**src/rtl/cpu_defs_pkg.sv**
```systemverilog
// rtl/cpu_defs_pkg.sv - shared opcode, state, ALU and trap constants for the RV32I control path
// No ports: imported by op_classifier and cpu_stage_sequencer.
package cpu_defs_pkg;

   localparam logic [6:0] OPC_R  = 7'b0110011;
   localparam logic [6:0] OPC_I  = 7'b0010011;
   localparam logic [6:0] OPC_LD = 7'b0000011;
   localparam logic [6:0] OPC_ST = 7'b0100011;
   localparam logic [6:0] OPC_BR = 7'b1100011;

   typedef enum logic [2:0] {
      ST_IDLE   = 3'd0,
      ST_FETCH  = 3'd1,
      ST_DECODE = 3'd2,
      ST_EXEC   = 3'd3,
      ST_MEM    = 3'd4,
      ST_WB     = 3'd5,
      ST_TRAP   = 3'd7
   } state_t;

   localparam logic [1:0] ALU_OP_ADD   = 2'b00;
   localparam logic [1:0] ALU_OP_BR    = 2'b01;
   localparam logic [1:0] ALU_OP_FUNCT = 2'b10;

   localparam logic [1:0] TRAP_NONE    = 2'b00;
   localparam logic [1:0] TRAP_ILLEGAL = 2'b01;
   localparam logic [1:0] TRAP_IMEM    = 2'b10;
   localparam logic [1:0] TRAP_DMEM    = 2'b11;

   typedef enum logic [2:0] {
      OP_NONE = 3'd0,
      OP_R    = 3'd1,
      OP_I    = 3'd2,
      OP_LD   = 3'd3,
      OP_ST   = 3'd4,
      OP_BR   = 3'd5
   } op_class_t;

endpackage

```
**src/rtl/cpu_stage_sequencer_if.sv**
```systemverilog
// rtl/cpu_stage_sequencer_if.sv - control/handshake bundle between the sequencer and the datapath
// Inputs to the sequencer: run, opcode, imem_ready, dmem_ready, branch_taken.
// Outputs from the sequencer: stage strobes, ALU controls, dmem request, state, trap, instr_count.
interface cpu_stage_sequencer_if #(
   parameter int COUNT_W = 32
);
   logic               run;
   logic [6:0]         opcode;
   logic               imem_ready;
   logic               dmem_ready;
   logic               branch_taken;
   logic               imem_req;
   logic               ir_we;
   logic               pc_we;
   logic               pc_sel;
   logic [1:0]         alu_op;
   logic               alu_src;
   logic               dmem_req;
   logic               dmem_we;
   logic               mem_to_reg;
   logic               reg_we;
   logic [2:0]         state;
   logic               trap;
   logic [1:0]         trap_cause;
   logic [COUNT_W-1:0] instr_count;

   modport master (
      input  run, opcode, imem_ready, dmem_ready, branch_taken,
      output imem_req, ir_we, pc_we, pc_sel, alu_op, alu_src, dmem_req, dmem_we,
             mem_to_reg, reg_we, state, trap, trap_cause, instr_count
   );

   modport slave (
      output run, opcode, imem_ready, dmem_ready, branch_taken,
      input  imem_req, ir_we, pc_we, pc_sel, alu_op, alu_src, dmem_req, dmem_we,
             mem_to_reg, reg_we, state, trap, trap_cause, instr_count
   );
endinterface

```
**src/rtl/op_classifier.sv**
```systemverilog
// rtl/op_classifier.sv - combinational opcode to instruction-class decode
// opcode   in  7  Instruction[6:0]
// op_class out    decoded class, OP_NONE when illegal
// illegal  out 1  opcode is not one of the supported RV32I classes
module op_classifier
   import cpu_defs_pkg::*;
(
   input  logic [6:0] opcode,
   output op_class_t  op_class,
   output logic       illegal
);

   always_comb begin
      op_class = OP_NONE;
      illegal  = 1'b0;
      case (opcode)
         OPC_R:   op_class = OP_R;
         OPC_I:   op_class = OP_I;
         OPC_LD:  op_class = OP_LD;
         OPC_ST:  op_class = OP_ST;
         OPC_BR:  op_class = OP_BR;
         default: illegal  = 1'b1;
      endcase
   end

endmodule

```
**src/rtl/cpu_stage_sequencer.sv**
```systemverilog
// rtl/cpu_stage_sequencer.sv - multi-cycle FETCH/DECODE/EXEC/MEM/WB control FSM with trap and retire count
// clk  in  1  rising-edge clock
// rst  in  1  synchronous active-high reset
// bus  master modport of cpu_stage_sequencer_if (handshakes, stage strobes, debug state, trap, count)
module cpu_stage_sequencer
   import cpu_defs_pkg::*;
#(
   parameter int WAIT_LIMIT = 255,
   parameter int COUNT_W    = 32
)(
   input  logic                   clk,
   input  logic                   rst,
   cpu_stage_sequencer_if.master  bus
);

   localparam int WCNT_W = $clog2(WAIT_LIMIT + 1);

   state_t             state_q, state_d;
   op_class_t          op_class_q, op_class_d;
   logic [WCNT_W-1:0]  wait_cnt_q, wait_cnt_d;
   logic [1:0]         cause_q, cause_d;
   logic [COUNT_W-1:0] count_q;
   logic               retire;
   logic               timeout;

   op_class_t dec_class;
   logic      dec_illegal;

   logic       imem_req, ir_we, pc_we, pc_sel, alu_src;
   logic       dmem_req, dmem_we, mem_to_reg, reg_we;
   logic [1:0] alu_op;

   op_classifier u_classifier (
      .opcode   (bus.opcode),
      .op_class (dec_class),
      .illegal  (dec_illegal)
   );

   // The cycle that finds wait_cnt at WAIT_LIMIT-1 is the WAIT_LIMIT-th waiting cycle.
   assign timeout = (wait_cnt_q == WCNT_W'(WAIT_LIMIT - 1));

   always_comb begin
      state_d    = state_q;
      op_class_d = op_class_q;
      cause_d    = cause_q;
      wait_cnt_d = '0;
      retire     = 1'b0;
      imem_req   = 1'b0;
      ir_we      = 1'b0;
      pc_we      = 1'b0;
      pc_sel     = 1'b0;
      alu_op     = ALU_OP_ADD;
      alu_src    = 1'b0;
      dmem_req   = 1'b0;
      dmem_we    = 1'b0;
      mem_to_reg = 1'b0;
      reg_we     = 1'b0;

      case (state_q)
         ST_IDLE: begin
            if (bus.run) state_d = ST_FETCH;
         end
         ST_FETCH: begin
            imem_req = 1'b1;
            if (bus.imem_ready) begin
               ir_we   = 1'b1;
               state_d = ST_DECODE;
            end else if (timeout) begin
               state_d = ST_TRAP;
               cause_d = TRAP_IMEM;
            end else begin
               wait_cnt_d = wait_cnt_q + WCNT_W'(1);
            end
         end
         ST_DECODE: begin
            op_class_d = dec_class;
            if (dec_illegal) begin
               state_d = ST_TRAP;
               cause_d = TRAP_ILLEGAL;
            end else begin
               state_d = ST_EXEC;
            end
         end
         ST_EXEC: begin
            case (op_class_q)
               OP_R: begin
                  alu_op  = ALU_OP_FUNCT;
                  state_d = ST_WB;
               end
               OP_I: begin
                  alu_op  = ALU_OP_FUNCT;
                  alu_src = 1'b1;
                  state_d = ST_WB;
               end
               OP_LD, OP_ST: begin
                  alu_op  = ALU_OP_ADD;
                  alu_src = 1'b1;
                  state_d = ST_MEM;
               end
               OP_BR: begin
                  alu_op = ALU_OP_BR;
                  pc_we  = 1'b1;
                  pc_sel = bus.branch_taken;
                  retire = 1'b1;
               end
               // EXEC is only reachable with a legal class; treat anything else as illegal.
               default: begin
                  state_d = ST_TRAP;
                  cause_d = TRAP_ILLEGAL;
               end
            endcase
         end
         ST_MEM: begin
            dmem_req = 1'b1;
            dmem_we  = (op_class_q == OP_ST);
            if (bus.dmem_ready) begin
               if (op_class_q == OP_ST) begin
                  pc_we  = 1'b1;
                  retire = 1'b1;
               end else begin
                  state_d = ST_WB;
               end
            end else if (timeout) begin
               state_d = ST_TRAP;
               cause_d = TRAP_DMEM;
            end else begin
               wait_cnt_d = wait_cnt_q + WCNT_W'(1);
            end
         end
         ST_WB: begin
            reg_we     = 1'b1;
            pc_we      = 1'b1;
            mem_to_reg = (op_class_q == OP_LD);
            retire     = 1'b1;
         end
         ST_TRAP: begin
            state_d = ST_TRAP;
         end
         default: state_d = ST_IDLE;
      endcase

      if (retire) state_d = bus.run ? ST_FETCH : ST_IDLE;
   end

   always_ff @(posedge clk) begin
      if (rst) begin
         state_q    <= ST_IDLE;
         op_class_q <= OP_NONE;
         wait_cnt_q <= '0;
         cause_q    <= TRAP_NONE;
         count_q    <= '0;
      end else begin
         state_q    <= state_d;
         op_class_q <= op_class_d;
         wait_cnt_q <= wait_cnt_d;
         cause_q    <= cause_d;
         if (retire) count_q <= count_q + COUNT_W'(1);
      end
   end

   assign bus.imem_req    = imem_req;
   assign bus.ir_we       = ir_we;
   assign bus.pc_we       = pc_we;
   assign bus.pc_sel      = pc_sel;
   assign bus.alu_op      = alu_op;
   assign bus.alu_src     = alu_src;
   assign bus.dmem_req    = dmem_req;
   assign bus.dmem_we     = dmem_we;
   assign bus.mem_to_reg  = mem_to_reg;
   assign bus.reg_we      = reg_we;
   assign bus.state       = state_q;
   assign bus.trap        = (state_q == ST_TRAP);
   assign bus.trap_cause  = cause_q;
   assign bus.instr_count = count_q;

endmodule

```
**src/flat_wrapper.sv**
```systemverilog
// flat-port wrapper written by rule: the top's interface ports become plain ports
module cpu_stage_sequencer_flat import cpu_defs_pkg::*;
#(
   parameter int WAIT_LIMIT = 255,
   parameter int COUNT_W    = 32
)
  (clk, rst, bus_run, bus_opcode, bus_imem_ready, bus_dmem_ready, bus_branch_taken, bus_imem_req, bus_ir_we, bus_pc_we, bus_pc_sel, bus_alu_op, bus_alu_src, bus_dmem_req, bus_dmem_we, bus_mem_to_reg, bus_reg_we, bus_state, bus_trap, bus_trap_cause, bus_instr_count);
  cpu_stage_sequencer_if #(.COUNT_W(COUNT_W)) bus_i ();
  input  logic clk;
  input  logic rst;
  input wire logic [$bits(bus_i.run)-1:0] bus_run;
  input wire logic [$bits(bus_i.opcode)-1:0] bus_opcode;
  input wire logic [$bits(bus_i.imem_ready)-1:0] bus_imem_ready;
  input wire logic [$bits(bus_i.dmem_ready)-1:0] bus_dmem_ready;
  input wire logic [$bits(bus_i.branch_taken)-1:0] bus_branch_taken;
  output wire logic [$bits(bus_i.imem_req)-1:0] bus_imem_req;
  output wire logic [$bits(bus_i.ir_we)-1:0] bus_ir_we;
  output wire logic [$bits(bus_i.pc_we)-1:0] bus_pc_we;
  output wire logic [$bits(bus_i.pc_sel)-1:0] bus_pc_sel;
  output wire logic [$bits(bus_i.alu_op)-1:0] bus_alu_op;
  output wire logic [$bits(bus_i.alu_src)-1:0] bus_alu_src;
  output wire logic [$bits(bus_i.dmem_req)-1:0] bus_dmem_req;
  output wire logic [$bits(bus_i.dmem_we)-1:0] bus_dmem_we;
  output wire logic [$bits(bus_i.mem_to_reg)-1:0] bus_mem_to_reg;
  output wire logic [$bits(bus_i.reg_we)-1:0] bus_reg_we;
  output wire logic [$bits(bus_i.state)-1:0] bus_state;
  output wire logic [$bits(bus_i.trap)-1:0] bus_trap;
  output wire logic [$bits(bus_i.trap_cause)-1:0] bus_trap_cause;
  output wire logic [$bits(bus_i.instr_count)-1:0] bus_instr_count;
  assign bus_i.run = bus_run;
  assign bus_i.opcode = bus_opcode;
  assign bus_i.imem_ready = bus_imem_ready;
  assign bus_i.dmem_ready = bus_dmem_ready;
  assign bus_i.branch_taken = bus_branch_taken;
  assign bus_imem_req = bus_i.imem_req;
  assign bus_ir_we = bus_i.ir_we;
  assign bus_pc_we = bus_i.pc_we;
  assign bus_pc_sel = bus_i.pc_sel;
  assign bus_alu_op = bus_i.alu_op;
  assign bus_alu_src = bus_i.alu_src;
  assign bus_dmem_req = bus_i.dmem_req;
  assign bus_dmem_we = bus_i.dmem_we;
  assign bus_mem_to_reg = bus_i.mem_to_reg;
  assign bus_reg_we = bus_i.reg_we;
  assign bus_state = bus_i.state;
  assign bus_trap = bus_i.trap;
  assign bus_trap_cause = bus_i.trap_cause;
  assign bus_instr_count = bus_i.instr_count;
  cpu_stage_sequencer #(.WAIT_LIMIT(WAIT_LIMIT), .COUNT_W(COUNT_W)) u_core (.clk(clk), .rst(rst), .bus(bus_i));
endmodule
```
**config.mk**
```make
export PLATFORM = sky130hd
export DESIGN_NAME = cpu_stage_sequencer_flat
export DESIGN_NICKNAME = d
export VERILOG_FILES = /design/src/rtl/cpu_defs_pkg.sv /design/src/rtl/cpu_stage_sequencer_if.sv /design/src/rtl/op_classifier.sv /design/src/rtl/cpu_stage_sequencer.sv /design/src/flat_wrapper.sv
export SDC_FILE = /design/constraint.sdc
export NUM_CORES = 1
export LEC_CHECK = 0
export ABC_AREA = 0
export BUFFER_PORTS_ARGS = -buffer_cell sky130_fd_sc_hd__buf_2
export CAP_MARGIN = 20
export CORE_MARGIN = 2
export CORE_UTILIZATION = 58
export DETAILED_ROUTE_END_ITERATION = 10
export HOLD_SLACK_MARGIN = 0.05
export PLACE_DENSITY_LB_ADDON = 0.2
export RECOVER_POWER = 100
export SYNTH_ARGS = -nofsm -noshare
export SYNTH_HDL_FRONTEND = slang
export SYNTH_HIERARCHICAL = 1
export SYNTH_SLANG_ARGS = --single-unit
```
**constraint.sdc**
```tcl
create_clock -name clk -period 4.8 [get_ports clk]
set_clock_uncertainty 0.15 [all_clocks]
set_input_delay 0.96 -clock clk [delete_from_list [all_inputs] [get_ports clk]]
set_output_delay 0.96 -clock clk [all_outputs]
set_load 0.02 [all_outputs]
```
# After elaboration in Yosys (flattened, before gate mapping)
# Index checks and enable logic that the tools add are counted.
# totals
regBits	48
latch_bits	0
mem_bits_rw	0
rom_bits	0
in_bits	13
output_inout_bits	49
wordCells	82
memories	0
# op_classes
addsub	2
multipliers	0
div	0
n_lt_le_gt_ge	0
eq_ne	27
shift	0
mux	39
n_bitwise	0
n_reduce_logical	9
# ops
operator	n
$add A32 B1 Y32 const B	1
$mux W8	3
$mux W3	7
$pmux W3 S7	1
$pmux W8 S2	1
$eq A3 B3 Y1 const B	5
$mux W1	15
$pmux W3 S5	1
$eq A7 B6 Y1 const B	2
$mux W2	7
$eq A3 B2 Y1 const B	4
$ne A2 B2 Y1 const B	5
$reduce_or A5 Y1	2
$pmux W3 S3	1
$add A8 B1 Y8 const B	1
$eq A8 B8 Y1 const B	1
$pmux W2 S4	1
$eq A7 B2 Y1 const B	1
$eq A7 B5 Y1 const B	1
$eq A7 B7 Y1 const B	1
$reduce_and A7 Y1	1
$eq A3 B1 Y1 const B	2
$ne A3 B3 Y1 const B	2
$ne A2 B1 Y1 const B	2
8 further kinds	9

# Logic depth before layout (Yosys ltp)
# Gate-level depths: netlist of run 1.
# depth
word_depth	6
depth_mapped	7
ltp_nobuf	7

# Cells and area by module
# The synthesis of run 1 kept the hierarchy.
# modules_own_cells
module	instances	cells_each	area_per_inst_um2	seq_area_each_um2
cpu_stage_sequencer	1	307	2531.2	960.9
op_classifier	1	10	58.8	0.0

# Least setup slack after synthesis of run 1
# No wires, ideal clock.
# synth_path
kind	in2out
startpoint	input port bus_dmem_ready
endpoint	output port bus_pc_we
t_arrival_ns	1.793
required_time_ns	3.690
slack_ns	1.897
cell_stages	4
n_path_buf	1
cell_sequence	and4bb_2 > o21ai_2 > buf_2 > nand2_1
# synth_between
elab_chain_len	2
# synth_lines
element	line	source
start, declared	flat_wrapper.sv:14	input wire logic [$bits(bus_i.dmem_ready)-1:0] bus_dmem_ready;
$mux W1	cpu_stage_sequencer.sv:116	if (bus.dmem_ready) begin
$pmux W1 S3	cpu_stage_sequencer.sv:59	case (state_q)
end, declared	flat_wrapper.sv:18	output wire logic [$bits(bus_i.pc_we)-1:0] bus_pc_we;
# No other way between the ends.

# Worst setup path in the final report of run 1
# Same ends and word-level chain as after synthesis.

==> results of run 1 <==
[synth_stat cells (all sizes together), types with 4 or more instances]
cell / instances
clkbuf: 14
nand3: 16
nand4: 6
a21oi: 20
xnor2: 30
o21ai: 12
a2111oi: 10
and4: 5
nor3: 6
xor2: 4
buf: 5
nor2: 54
a211oi: 7
nand2: 18
nand2b: 8
and3: 5
dfxtp: 48
inv: 8
or3: 5
[power by group through the flow]
stage	registers, mW	logic (mW)	clock network (mW)
floorplan	0.422	0.0477	0
global placement	0.423	0.0649	0
detailed placement	0.424	0.0654	0
CTS	0.415	0.0657	0.257
global route	0.416	0.0710	0.271
finish	0.415	0.0636	0.251
[path summary, 6_finish.rpt]
kind,from,endpoint,slack [ns]
max,bus_dmem_ready,bus_pc_we,1.45
min,u_core/wait_cnt_q[0],u_core/wait_cnt_q[0],0.33
max reg2reg,u_core/bus.state[0],u_core/bus.instr_count[22],2.00
min reg2reg,u_core/wait_cnt_q[0],u_core/wait_cnt_q[0],0.33
[per-layer routing]
layer  global-route usage (%)  share of wire, %
met3                     4.70               7.1
met2                     37.7                45
met4                     6.50               1.2
met5                        0                 0
met1                     30.6                47
[sequential cells by signal, summed over array words and instances, names as in the netlist]
signal / flops
u_core/bus.instr_count: 32
u_core/bus.state: 3
u_core/bus.trap_cause: 2
u_core/op_class_q: 3
u_core/wait_cnt_q: 8
[worst max-delay path, delay by kind of cell]
family,cells,cell delay [ns]
simple gates,2,0.47
compound gates,1,0.46
buf+inv,2,0.34
[metrics by stage]
stage                     util [%]  worst slack (ns)  power (mW)  cells  hold slack (ns)
after floorplan                  -              1.90       0.469    317            0.280
after global placement        66.3              1.45       0.488    411            0.293
after detailed placement      66.3              1.40       0.489    411            0.314
after CTS                     68.5              1.39       0.737    419            0.334
after global routing          66.8              1.34       0.758    420            0.370
final                         66.8              1.45       0.729    420            0.328
[cells by family (layout without fill, tap and decap cells)]
kind of cell | Yosys count | in the layout | share of synthesized area (%)
mux | 3 | 3 | 1.16
buf+inv | 27 | 78 | 4.78
fa+ha+maj | 3 | 3 | 1.45
compound gates | 64 | 64 | 17.2
xor+xnor | 34 | 34 | 11.5
flops | 48 | 48 | 37.1
simple gates | 138 | 138 | 26.8
[layout make-up]
type                       instances  area, um^2
clock buffer                       7        86.3
clock inverter                     1        7.51
fill                             413        1440
inverter                           8        30.0
multi-input combinational        242        1490
sequential                        48         961
tap                               52        65.1
timing repair buffer              62         251
==> results.py, run 1 <==
metrics = {
    "timing": {
        "max-slew-margin-rel_pct": -14.7,
        "final-setup-viol-count": 0,
        "fin_crit_sh_pct": 69.8,
        "grt_setup_unrepaired": "false",
        "finalSetupTns_ns": 0,
        "finalMaxSlewViolations": 42,
        "finalCriticalPeriod_ns": 3.35,
        "hold_viol": 0,
        "clock.fmax_mhz": 298,
        "worst_pin_slew_ns": 1.72,
    },
    "setup_path": {
        "cpMostUsedCell": "buf_2",
        "crit_path_top_delay_cell": "o21ai_2",
        "cpPeakStageDelay_ns": 0.46,
        "cp-end-kind": "output pin",
        "worstPathRequired_ns": 3.69,
        "cp.arrival_ns": 2.24,
        "r2r_cells": 5,
        "critPathKind": "input port to output pin",
        "path_max_fanout": 14,
        "path_cells": "buf_2 > and4bb_2 > o21ai_2 > nand2_1 > buf_2",
        "cp-start-kind": "input port",
    },
    "power": {
        "switching_share_pct": 25.4,
        "leakagePower_nw": 0.911,
        "p_sw_mw": 0.185,
        "p_per_area_mw_per_mm2": 253,
        "clkPwrFrac_pct": 34.4,
        "intPower_mw": 0.544,
        "combPwrFrac_pct": 8.7,
        "ir_drop_v": 0.000146,
        "seq_power_share_pct": 56.9,
    },
    "layout": {
        "n_antenna_cell": 0,
        "final_common_cell": "nor2_1",
        "area_growth_pct": 11.4,
        "drive_gt1_share_pct": 6.79,
        "fin_nets": 383,
        "stdcell_area_mm2": 0.00289,
        "layout_common_cells": "nor2_1 (54), clkbuf_1 (50), dfxtp_1 (48), xnor2_1 (30), a21oi_1 (20)",
    },
    "floorplan": {
        "die_h_um": 70.8,
        "ios": 62,
        "coreArea_mm2": 0.00432,
        "row_count": 24,
        "start_util_pct": 59.9,
        "dieArea_mm2": 0.00502,
        "die_x_um": 70.8,
    },
    "global_routing": {
        "antenna_found_initial": 0,
        "grt_pass1_wl_mm": 9.49,
        "grt_max_degree": 42,
        "grt_pass1_vias": 2161,
        "grt_usage_pct": 22.9,
        "grt_remaining_overflow": 0,
    },
    "yosys": {
        "synth-edff-count": 0,
        "synthArstFlopShare_pct": 0,
        "seq_area_frac_synth_pct": 37.1,
        "synth_cells": 317,
        "ys.flop_type": "dfxtp_1",
        "netlist_area_mm2": 0.00259,
        "avgSynthCellArea_um2": 8.17,
        "yosys_warnings": 6,
        "ys_ff_latch": 48,
        "synth_top_cell_area_share_pct": 37.1,
        "synth_fp_nets": 333,
        "synth_area_leaders": "dfxtp_1 (37%), xnor2_1 (10%), nor2_1 (7.8%), a21oi_1 (3.9%), nand3_1 (3.1%)",
        "synth_top_cell_by_area": "dfxtp_1",
        "synth_cell_types": 50,
    },
    "clock_tree": {
        "ctsHoldBuffers": 0,
        "cts_buffer_depth": 2,
        "post_cts_buffers": 0,
        "cts_buffers": 5,
        "htree_num_levels": 2,
        "cts_tree": "yes",
        "cts_resized": 0,
        "clock-sinks": 48,
        "clkTransAtPathRegs_ns": 0.09,
        "clkLatencyLatePin_ns": 0.30,
        "root_buffer": "clkbuf_8",
    },
    "routing": {
        "post_drt_wl_per_cell_um": 13.6,
        "vias": 2444,
        "ant_nets": 0,
        "drtIter0Drc": 126,
        "wirelength_mm": 5.70,
        "first_pass_iters": 4,
        "drc": 0,
        "viasPerCell": 5.82,
    },
    "status": {
        "outcome": "finished with violations",
        "violations": "max-capacitance violations, max-slew violations",
    },
    "place": {
        "place.gp.congestion": 0.819,
        "place_area_mm2": 0.00287,
        "dp.final_hpwl_mm": 3.93,
        "portBuffers": 61,
    },
    "min_path": {
        "hold_path_class": "register to register",
        "whs_path_depth": 1,
    },
    "flow_run": {
        "cap_violations": 1,
    },
}
Note: power is estimated with default switching activity, not from simulation.
==> inputs of run 2 (changes only) <==
--- a/config.mk
+++ b/config.mk
@@ -9,7 +9,7 @@
 export BUFFER_PORTS_ARGS = -buffer_cell sky130_fd_sc_hd__buf_2
 export CAP_MARGIN = 20
 export CORE_MARGIN = 2
-export CORE_UTILIZATION = 58
+export CORE_UTILIZATION = 48
 export DETAILED_ROUTE_END_ITERATION = 10
 export HOLD_SLACK_MARGIN = 0.05
 export PLACE_DENSITY_LB_ADDON = 0.2
==> constraint.sdc (replaced) <==
create_clock -name clk -period 3 [get_ports clk]
set_clock_uncertainty 0.15 [all_clocks]
set_input_delay 0.6 -clock clk [delete_from_list [all_inputs] [get_ports clk]]
set_output_delay 0.6 -clock clk [all_outputs]
set_load 0.02 [all_outputs]
==> run 2 against run 1 <==
The flow now finishes without violations. Cell area is 2.5% higher. Clock-buffer cell count down 2. Sequential share of layout area decreased by 0.82 points. Critical path type is now register to output pin. Worst hold slack worse by 0.0059 ns. Largest power group unchanged. Setup slack got worse by 1.2 ns. Total power grew 70%. First-iteration DRC count fell by 7.1%. Global-route usage shrank 3.2 points.
==> results.py, run 2 (same netlist as run 1, synthesis figures left out) <==
metrics = {
    "timing": {
        "hold_viol": 0,
        "finalSetupTns_ns": 0,
        "finalCriticalPeriod_ns": 2.71,
        "worst_pin_slew_ns": 0.741,
        "grt_setup_unrepaired": "false",
        "final-setup-viol-count": 0,
        "max-slew-margin-rel_pct": 50.6,
        "fin_crit_sh_pct": 90.4,
        "finalMaxSlewViolations": 0,
        "clock.fmax_mhz": 369,
    },
    "clock_tree": {
        "ctsHoldBuffers": 0,
        "cts_buffer_depth": 2,
        "post_cts_buffers": 0,
        "cts_resized": 0,
        "cts_tree": "yes",
        "clkLatencyLatePin_ns": 0.30,
        "root_buffer": "clkbuf_8",
        "clock-sinks": 48,
        "htree_num_levels": 2,
        "cts_buffers": 5,
        "clkTransAtPathRegs_ns": 0.09,
    },
    "setup_path": {
        "crit_path_top_delay_cell": "dfxtp_1",
        "cp.arrival_ns": 1.96,
        "crit_start": "u_core/bus.state[1]",
        "cp-start-kind": "register",
        "path_cells": "buf_4 > nor2b_1 > nand2_1 > nor3_1 > clkbuf_1",
        "worstPathRequired_ns": 2.25,
        "reg2reg_from": "u_core/bus.instr_count[7]",
        "cp-end-kind": "output pin",
        "critPathKind": "register to output pin",
        "cp_top_family": "simple AND/OR/NAND/NOR gates",
        "path_max_fanout": 10,
        "cpPeakStageDelay_ns": 0.49,
        "crit_buf_inv": 2,
    },
    "flow_run": {
        "cap_violations": 0,
    },
    "routing": {
        "viasPerCell": 5.55,
        "ant_nets": 0,
        "wirelength_mm": 5.92,
        "drc": 0,
        "post_drt_wl_per_cell_um": 13.3,
        "vias": 2463,
        "drtIter0Drc": 117,
        "first_pass_iters": 4,
    },
    "global_routing": {
        "grt_max_degree": 42,
        "grt_pass1_wl_mm": 9.85,
        "grt_usage_pct": 19.7,
        "antenna_found_initial": 0,
        "grt_remaining_overflow": 0,
        "grt_pass1_vias": 2141,
    },
    "floorplan": {
        "start_util_pct": 50.1,
        "ios": 62,
        "die_h_um": 77.5,
        "dieArea_mm2": 0.00600,
        "row_count": 26,
        "coreArea_mm2": 0.00517,
        "die_x_um": 77.5,
    },
    "layout": {
        "n_antenna_cell": 0,
        "final_common_cell": "nor2_1",
        "layout_common_cells": "nor2_1 (54), clkbuf_1 (51), dfxtp_1 (48), xnor2_1 (30), a21oi_1 (20)",
        "area_growth_pct": 14.3,
        "drive_gt1_share_pct": 7.75,
        "instances_no_fill": 444,
        "largest_reg_flops": 32,
        "fin_nets": 389,
    },
    "status": {
        "outcome": "complete, no violations",
    },
    "place": {
        "place.gp.congestion": 0.796,
        "placed_cells": 436,
        "dp.final_hpwl_mm": 4.19,
        "portBuffers": 61,
    },
    "power": {
        "ir_drop_v": 0.000270,
        "leakagePower_nw": 0.935,
        "p_per_area_mw_per_mm2": 419,
    },
    "min_path": {
        "hold_path_class": "register to register",
        "holdCritStartpoint": "u_core/wait_cnt_q[0]",
    },
}
[run 2: changes by cell type in the layout (fill, tap and decap cells not counted), sizes merged]
cell	before	now
clkinv	0	1
buf	13	17
bufinv	0	1
[run 2: power by group]
group	total [mW]	switching (mW)	internal, mW
clock network	0.471	0.224	0.247
registers	0.655	0.0102	0.645
logic	0.114	0.0737	0.0405
[run 2: per-layer routing]
metal | wire length, um | track usage [%]
met1 | 2900 | 26.5
met2 | 2680 | 32.0
met3 | 287 | 3.49
met4 | 56 | 6.43
met5 | 0 | 0
[run 2: metrics by stage]
stage / total power [mW] / util, % / worst slack (ns) / area (um^2) / hold slack (ns)
floorplan: 0.751 / - / 0.763 / 2590 / 0.280
global placement: 0.786 / 56.9 / 0.604 / 2940 / 0.296
detailed placement: 0.788 / 56.9 / 0.551 / 2940 / 0.305
CTS: 1.26 / 59.0 / 0.379 / 3050 / 0.327
global route: 1.30 / 57.2 / 0.160 / 2960 / 0.363
finish: 1.24 / 57.2 / 0.289 / 2960 / 0.322
[run 2: cell type report]
| cell class | count | area (um^2) |
|---|---|---|
| clock inverter | 3 | 42.5 |
| tap | 70 | 87.6 |
| clock buffer | 5 | 68.8 |
| sequential | 48 | 961 |
| timing repair buffer | 68 | 284 |
| fill | 525 | 2210 |
| inverter | 8 | 30.0 |
| multi-input combinational | 242 | 1490 |
[run 2: final timing paths]
path / to / slack, ns / cells past startpoint
min: u_core/wait_cnt_q[0] / 0.32 / 1
max reg2reg: u_core/bus.instr_count[31] / 0.47 / 5
min reg2reg: u_core/wait_cnt_q[0] / 0.32 / 1
max: bus_alu_op[1] / 0.29 / 5
